$ cat src/rtl/ctrl_reg_bank.sv
// Byte-addressed configuration register bank with shadow/active copies,
// key-based unlock, atomic commit/discard and idle auto-relock.
module ctrl_reg_bank #(
  parameter int                AW      = 22,
  parameter int                NREG    = 16,
  parameter logic [AW-1:0]     BASE    = AW'('h100),
  parameter logic [NREG*8-1:0] RST_VAL = '0,
  parameter int                LOCK_TO = 65535,
  parameter logic [7:0]        VERSION = 8'h21
) (
  input  logic              clk_sys,
  input  logic              rst_n,
  input  logic [AW-1:0]     fx_waddr,
  input  logic              fx_wr,
  input  logic [7:0]        fx_data,
  input  logic              fx_rd,
  input  logic [AW-1:0]     fx_raddr,
  output logic [7:0]        fx_q,
  output logic [NREG*8-1:0] cfg_out,
  output logic              cfg_upd,
  output logic              cfg_unlocked
);

  localparam int            NOFF     = 2*NREG + 4;
  localparam int            OW       = 8;
  localparam logic [OW-1:0] OFF_CTRL = OW'(NREG);
  localparam logic [OW-1:0] OFF_KEY  = OW'(NREG + 1);
  localparam logic [OW-1:0] OFF_STAT = OW'(NREG + 2);
  localparam logic [OW-1:0] OFF_ID   = OW'(NREG + 3);
  localparam logic [7:0]    KEY_VAL  = 8'hA5;
  localparam logic [15:0]   IDLE_MAX = 16'(LOCK_TO - 1);

  typedef enum logic [1:0] {S_LOCKED, S_UNLOCKED, S_COMMIT} state_e;

  state_e               state_q, state_d;
  logic [NREG-1:0][7:0] shadow_q, shadow_d;
  logic [NREG-1:0][7:0] active_q, active_d;
  logic [15:0]          idle_q, idle_d;
  logic                 err_q, err_d;
  logic                 upd_q, upd_d;
  logic [7:0]           rdata_q, rdata_d;

  logic [AW:0]   woff, roff;
  logic [OW-1:0] wsel, rsel;
  logic          w_hit, r_hit;
  logic          w_sh, w_ctrl, w_key, can_wr, err_set, st_rd;
  logic          pending, unlocked;
  logic [7:0]    rd_val;

  // One extra bit so addresses below BASE wrap to a huge offset and miss.
  assign woff  = {1'b0, fx_waddr} - {1'b0, BASE};
  assign roff  = {1'b0, fx_raddr} - {1'b0, BASE};
  assign w_hit = fx_wr && (woff < (AW+1)'(NOFF));
  assign r_hit = fx_rd && (roff < (AW+1)'(NOFF));
  assign wsel  = woff[OW-1:0];
  assign rsel  = roff[OW-1:0];

  assign w_sh     = w_hit && (wsel < OW'(NREG));
  assign w_ctrl   = w_hit && (wsel == OFF_CTRL);
  assign w_key    = w_hit && (wsel == OFF_KEY);
  assign st_rd    = r_hit && (rsel == OFF_STAT);
  assign can_wr   = (state_q != S_LOCKED);
  assign pending  = (shadow_q != active_q);
  assign unlocked = (state_q == S_UNLOCKED);

  always_comb begin
    rd_val = 8'h00;
    if (r_hit) begin
      if (rsel == OFF_STAT)    rd_val = {5'b0, err_q, pending, unlocked};
      else if (rsel == OFF_ID) rd_val = VERSION;
      for (int i = 0; i < NREG; i++) begin
        if (rsel == OW'(i))          rd_val = shadow_q[i];
        if (rsel == OW'(NREG + 4 + i)) rd_val = active_q[i];
      end
    end
  end

  always_comb begin
    state_d  = state_q;
    shadow_d = shadow_q;
    active_d = active_q;
    idle_d   = idle_q;
    rdata_d  = rdata_q;
    upd_d    = (state_q == S_COMMIT);
    err_set  = 1'b0;

    // Copy happens first so a write landing in the commit cycle stays uncommitted.
    if (state_q == S_COMMIT) begin
      active_d = shadow_q;
      state_d  = S_UNLOCKED;
    end

    if (w_sh) begin
      if (can_wr) begin
        for (int i = 0; i < NREG; i++)
          if (wsel == OW'(i)) shadow_d[i] = fx_data;
      end else begin
        err_set = 1'b1;
      end
    end

    if (w_ctrl) begin
      if (!can_wr)         err_set  = 1'b1;
      else if (fx_data[0]) state_d  = S_COMMIT;
      else if (fx_data[1]) shadow_d = active_d;
    end

    if (w_key) state_d = (fx_data == KEY_VAL) ? S_UNLOCKED : S_LOCKED;

    if (state_q == S_UNLOCKED) begin
      if (w_sh || w_ctrl || w_key) begin
        idle_d = '0;
      end else if (idle_q == IDLE_MAX) begin
        idle_d  = '0;
        state_d = S_LOCKED;
      end else begin
        idle_d = idle_q + 16'd1;
      end
    end else begin
      idle_d = '0;
    end

    if (fx_rd) rdata_d = rd_val;
    err_d = (err_q & ~st_rd) | err_set;
  end

  always_ff @(posedge clk_sys or negedge rst_n) begin
    if (!rst_n) begin
      state_q  <= S_LOCKED;
      shadow_q <= RST_VAL;
      active_q <= RST_VAL;
      idle_q   <= '0;
      err_q    <= 1'b0;
      upd_q    <= 1'b0;
      rdata_q  <= 8'h00;
    end else begin
      state_q  <= state_d;
      shadow_q <= shadow_d;
      active_q <= active_d;
      idle_q   <= idle_d;
      err_q    <= err_d;
      upd_q    <= upd_d;
      rdata_q  <= rdata_d;
    end
  end

  assign fx_q         = rdata_q;
  assign cfg_out      = active_q;
  assign cfg_upd      = upd_q;
  assign cfg_unlocked = unlocked;

endmodule

$ cat config.mk
export PLATFORM = sky130hd
export DESIGN_NAME = ctrl_reg_bank
export DESIGN_NICKNAME = d
export VERILOG_FILES = /design/src/rtl/ctrl_reg_bank.sv
export SDC_FILE = /design/constraint.sdc
export NUM_CORES = 1
export LEC_CHECK = 0
export CAP_MARGIN = 40
export CORE_MARGIN = 4
export CORE_UTILIZATION = 40
export DETAILED_ROUTE_END_ITERATION = 10
export PLACE_DENSITY_LB_ADDON = 0.25
export SYNTH_ARGS = -nofsm -noshare
export SYNTH_HDL_FRONTEND = slang
export SYNTH_SLANG_ARGS = --single-unit
$ cat constraint.sdc
create_clock -name clk_sys -period 2.5 [get_ports clk_sys]
set_clock_uncertainty 0.15 [all_clocks]
set_input_delay 0.375 -clock clk_sys [delete_from_list [all_inputs] [get_ports clk_sys]]
set_output_delay 0.375 -clock clk_sys [all_outputs]
set_load 0.03 [all_outputs]
==> results.yml <==
sta:
  relSlewSlack_pct: 48.77
  tightestPinTransition_ps: 761.4
  rsz0062_at_grt: "true"
  fin_crit_sh_pct: 103.2
  setup_tns_ps: -426.7
  finalCriticalPeriod_ps: 2580
  maxSlewViolCount: 0
  holdWs_ps: 254.7
  setup_violations: 32
  hold_viol: 0
  max_freq_mhz: 387.7
  worst_slack_ps: -79.54
layout:
  design_area_um2: 26970
  syn2layout_area_growth_pct: 52.85
  mostFrequentLayoutCell: "buf_4"
  drive_gt1_share_pct: 47.38
  fin_nets: 2384
  final_cell_mix: "490 x buf_4, 284 x dfrtp_1, 226 x mux2_2, 163 x clkdlybuf4s50_1, 146 x mux2_4"
drt:
  first_pass_iters: 6
  drt_iter0_drc: 1939
  vias_per_cell: 5.922
  finalWirelength_mm: 83.76
  drc: 0
  drtAntennaViolNets: 0
  vias: 17390
  wire_per_inst_um: 28.52
floorplanning:
  fp-row-count: 76
  core_area_um2: 43360
  fp.dieW_um: 218.0
  die_area_um2: 47540
  start_util_pct: 40.69
  fp.dieH_um: 218.0
  io_pins: 194
logic_synthesis:
  ys.flop_type: "dfrtp_1"
  syn-num-nets: 1685
  ys_seq_area_share_pct: 40.28
  yosysWarnings: 0
  ys_seq_elements: 284
  avgSynthCellArea_um2: 10.86
  synth_top_cell_by_area: "dfrtp_1"
  synth_xor_xnor_area_share_pct: 6.750
  synth.area.mux_share_pct: 25.38
  synthAdderAreaFrac_pct: 0.2836
  synth_top_family_by_area: "multiplexers"
  synthTopCellsByArea: "dfrtp_1 40%, mux2_2 22%, xnor2_1 3.4%, xor2_1 3.3%, mux2_1 2.6%"
  synth_cell_type_count: 88
  synth_edf_count: 0
  synth_area_um2: 17650
  synth_top_area_share_pct: 40.28
  syn_inst: 1625
  synth_compound_area_share_pct: 12.05
  synth-simple-area-share_pct: 12.10
  async_reset_ff_share_pct: 100.0
job:
  cap_violations: 0
placed_design:
  portBuffers: 193
  place_congestion: 1.040
  place_area_um2: 24350
  place_hpwl_mm: 62.91
power_and_ir_drop:
  vdd_drop_max_mv: 0.5491
  leakagePower_uw: 0.01287
  power_density_nw_per_um2: 383.6
global_routing:
  grt_pass1_vias: 17790
  grt_overflow: 0
  grt_usage_pct: 34.62
  antenna_found_initial: 4
  grt_pass1_wl_mm: 121.2
  grt_max_degree: 62
worst_setup_path:
  worst_path_max_delay_cell: "nor4_1"
  required_ps: 2780
  cp_max_fo: 4
  cp-end-kind: "flop"
  critPathMaxStageDelay_ps: 630
  arrival_ps: 2860
  critical_path_class: "reg2reg"
  crit_path_start_kind: "flop"
  path_cells: "xor2_1 -> nor4_1 -> buf_4 -> nand4_1 -> nor2_1 -> nand3_1 -> a211oi_2 -> a21oi_1"
clock_tree:
  clk_latency_ps: 550
  h-tree-depth: 2
  numCtsBuffers: 34
  clk_path_buf_depth: 3
  clockRootBuffer: "clkbuf_16"
  clock_sinks: 284
  cts.clk_slew.worst_paths_ps: 70
  cts_tree: "yes"
min_path:
  hold_class: "in2async"
outcome:
  outcome: "finished with violations"
  violations: "setup timing"
-- worst max-delay path, delay by kind of cell (launching register included) --
| family | cells | cell delay [ps] |
|---|---|---|
| and+or+nand+nor | 4 | 1010 |
| DFF | 1 | 420 |
| AOI/OAI and AO/OA | 2 | 380 |
| xor gates and xnor gates | 1 | 270 |
| buffers and inverters | 1 | 220 |
-- registers in the layout, indices dropped and copies added, names as in the netlist --
register and count:
err_q 1, fx_q 8, shadow_q 128, cfg_upd 1, idle_q 16, cfg_out 128, state_q 2
-- cells by family after synthesis --
kind of cell             count (synthesis)
adder cells (fa/ha/maj)                  4
AO/OA/AOI/OAI                          312
multiplexers                           398
buffers and inverters                  121
flip-flops                             284
XOR/XNOR                               136
AND/OR/NAND/NOR                        370
-- cell type report --
type | instances | area (um^2)
Antenna cell | 3 | 7.507
Tap cell | 585 | 732.0
Inverter | 21 | 93.84
Fill cell | 3625 | 16390
Timing Repair Buffer | 763 | 6932
Clock inverter | 2 | 10.01
Sequential cell | 284 | 7107
Multi-Input combinational cell | 1220 | 11010
Clock buffer | 59 | 1079
-- routing by layer --
layer  track usage [%]  part of all wire [%]  up-vias
li1                  -                     -     7513
met1             47.62                    42     8811
met2             53.85                    45      881
met3             7.622                   9.1      187
met4             12.60                   4.3        2
met5                 0                 0.016        -
-- synth_stat cells, types with 29 or more instances --
master / n
nand3_1: 42
o22ai_1: 29
nor2_1: 91
o21ai_0: 57
nor4_1: 34
mux2_2: 344
xor2_1: 67
a21oi_1: 67
mux2_1: 41
nand2_1: 82
dfrtp_1: 284
clkbuf_1: 55
xnor2_1: 69
-- final timing paths --
| path | endpoint | cells past startpoint | from | slack, ps |
|---|---|---|---|---|
| setup / recovery | fx_q[1]$_DFFE_PN0P_ | 8 | shadow_q[121]$_DFF_PN0_ | -80 |
| hold / removal | cfg_out[81]$_DFF_PN0_ | 2 | rst_n | 250 |
| setup reg to reg | fx_q[1]$_DFFE_PN0P_ | 8 | shadow_q[121]$_DFF_PN0_ | -80 |
| hold reg to reg | err_q$_DFF_PN0_ | 2 | err_q$_DFF_PN0_ | 360 |
| max in group asynchronous | cfg_out[18]$_DFF_PN0_ | 3 | rst_n | 1160 |
| min in group clk_sys | state_q[1]$_DFF_PN0_ | 6 | fx_waddr[4] | 340 |
-- through the flow --
stage               cells  utilization [%]  total power (uW)  worst slack [ps]
finish               2937            62.20             10350            -79.54
global route         2934            62.19             10650            -115.9
CTS                  2937            61.85             10390            -113.7
detailed placement   2836            56.16              5453             -1115
global placement     2836            56.16              5446             -1161
floorplan            1625                -              4911            -198.1
-- timing repair --
item,in CTS,in global routing
setup endpoints to repair,137,137
buffers inserted,33,6
hold buffers,1,0
hold endpoints to repair,54,0
cloned,9,1
gates resized for setup,242,101
pin swaps,39,38
-- where the power goes --
group	total, uW	internal [uW]	switching, uW
Sequential	4600	4600	0.00186
Clock	4920	2920	2000
Combinational	834	314	520
Total	10300	7830	2520
(Power assumes the default switching activity.)
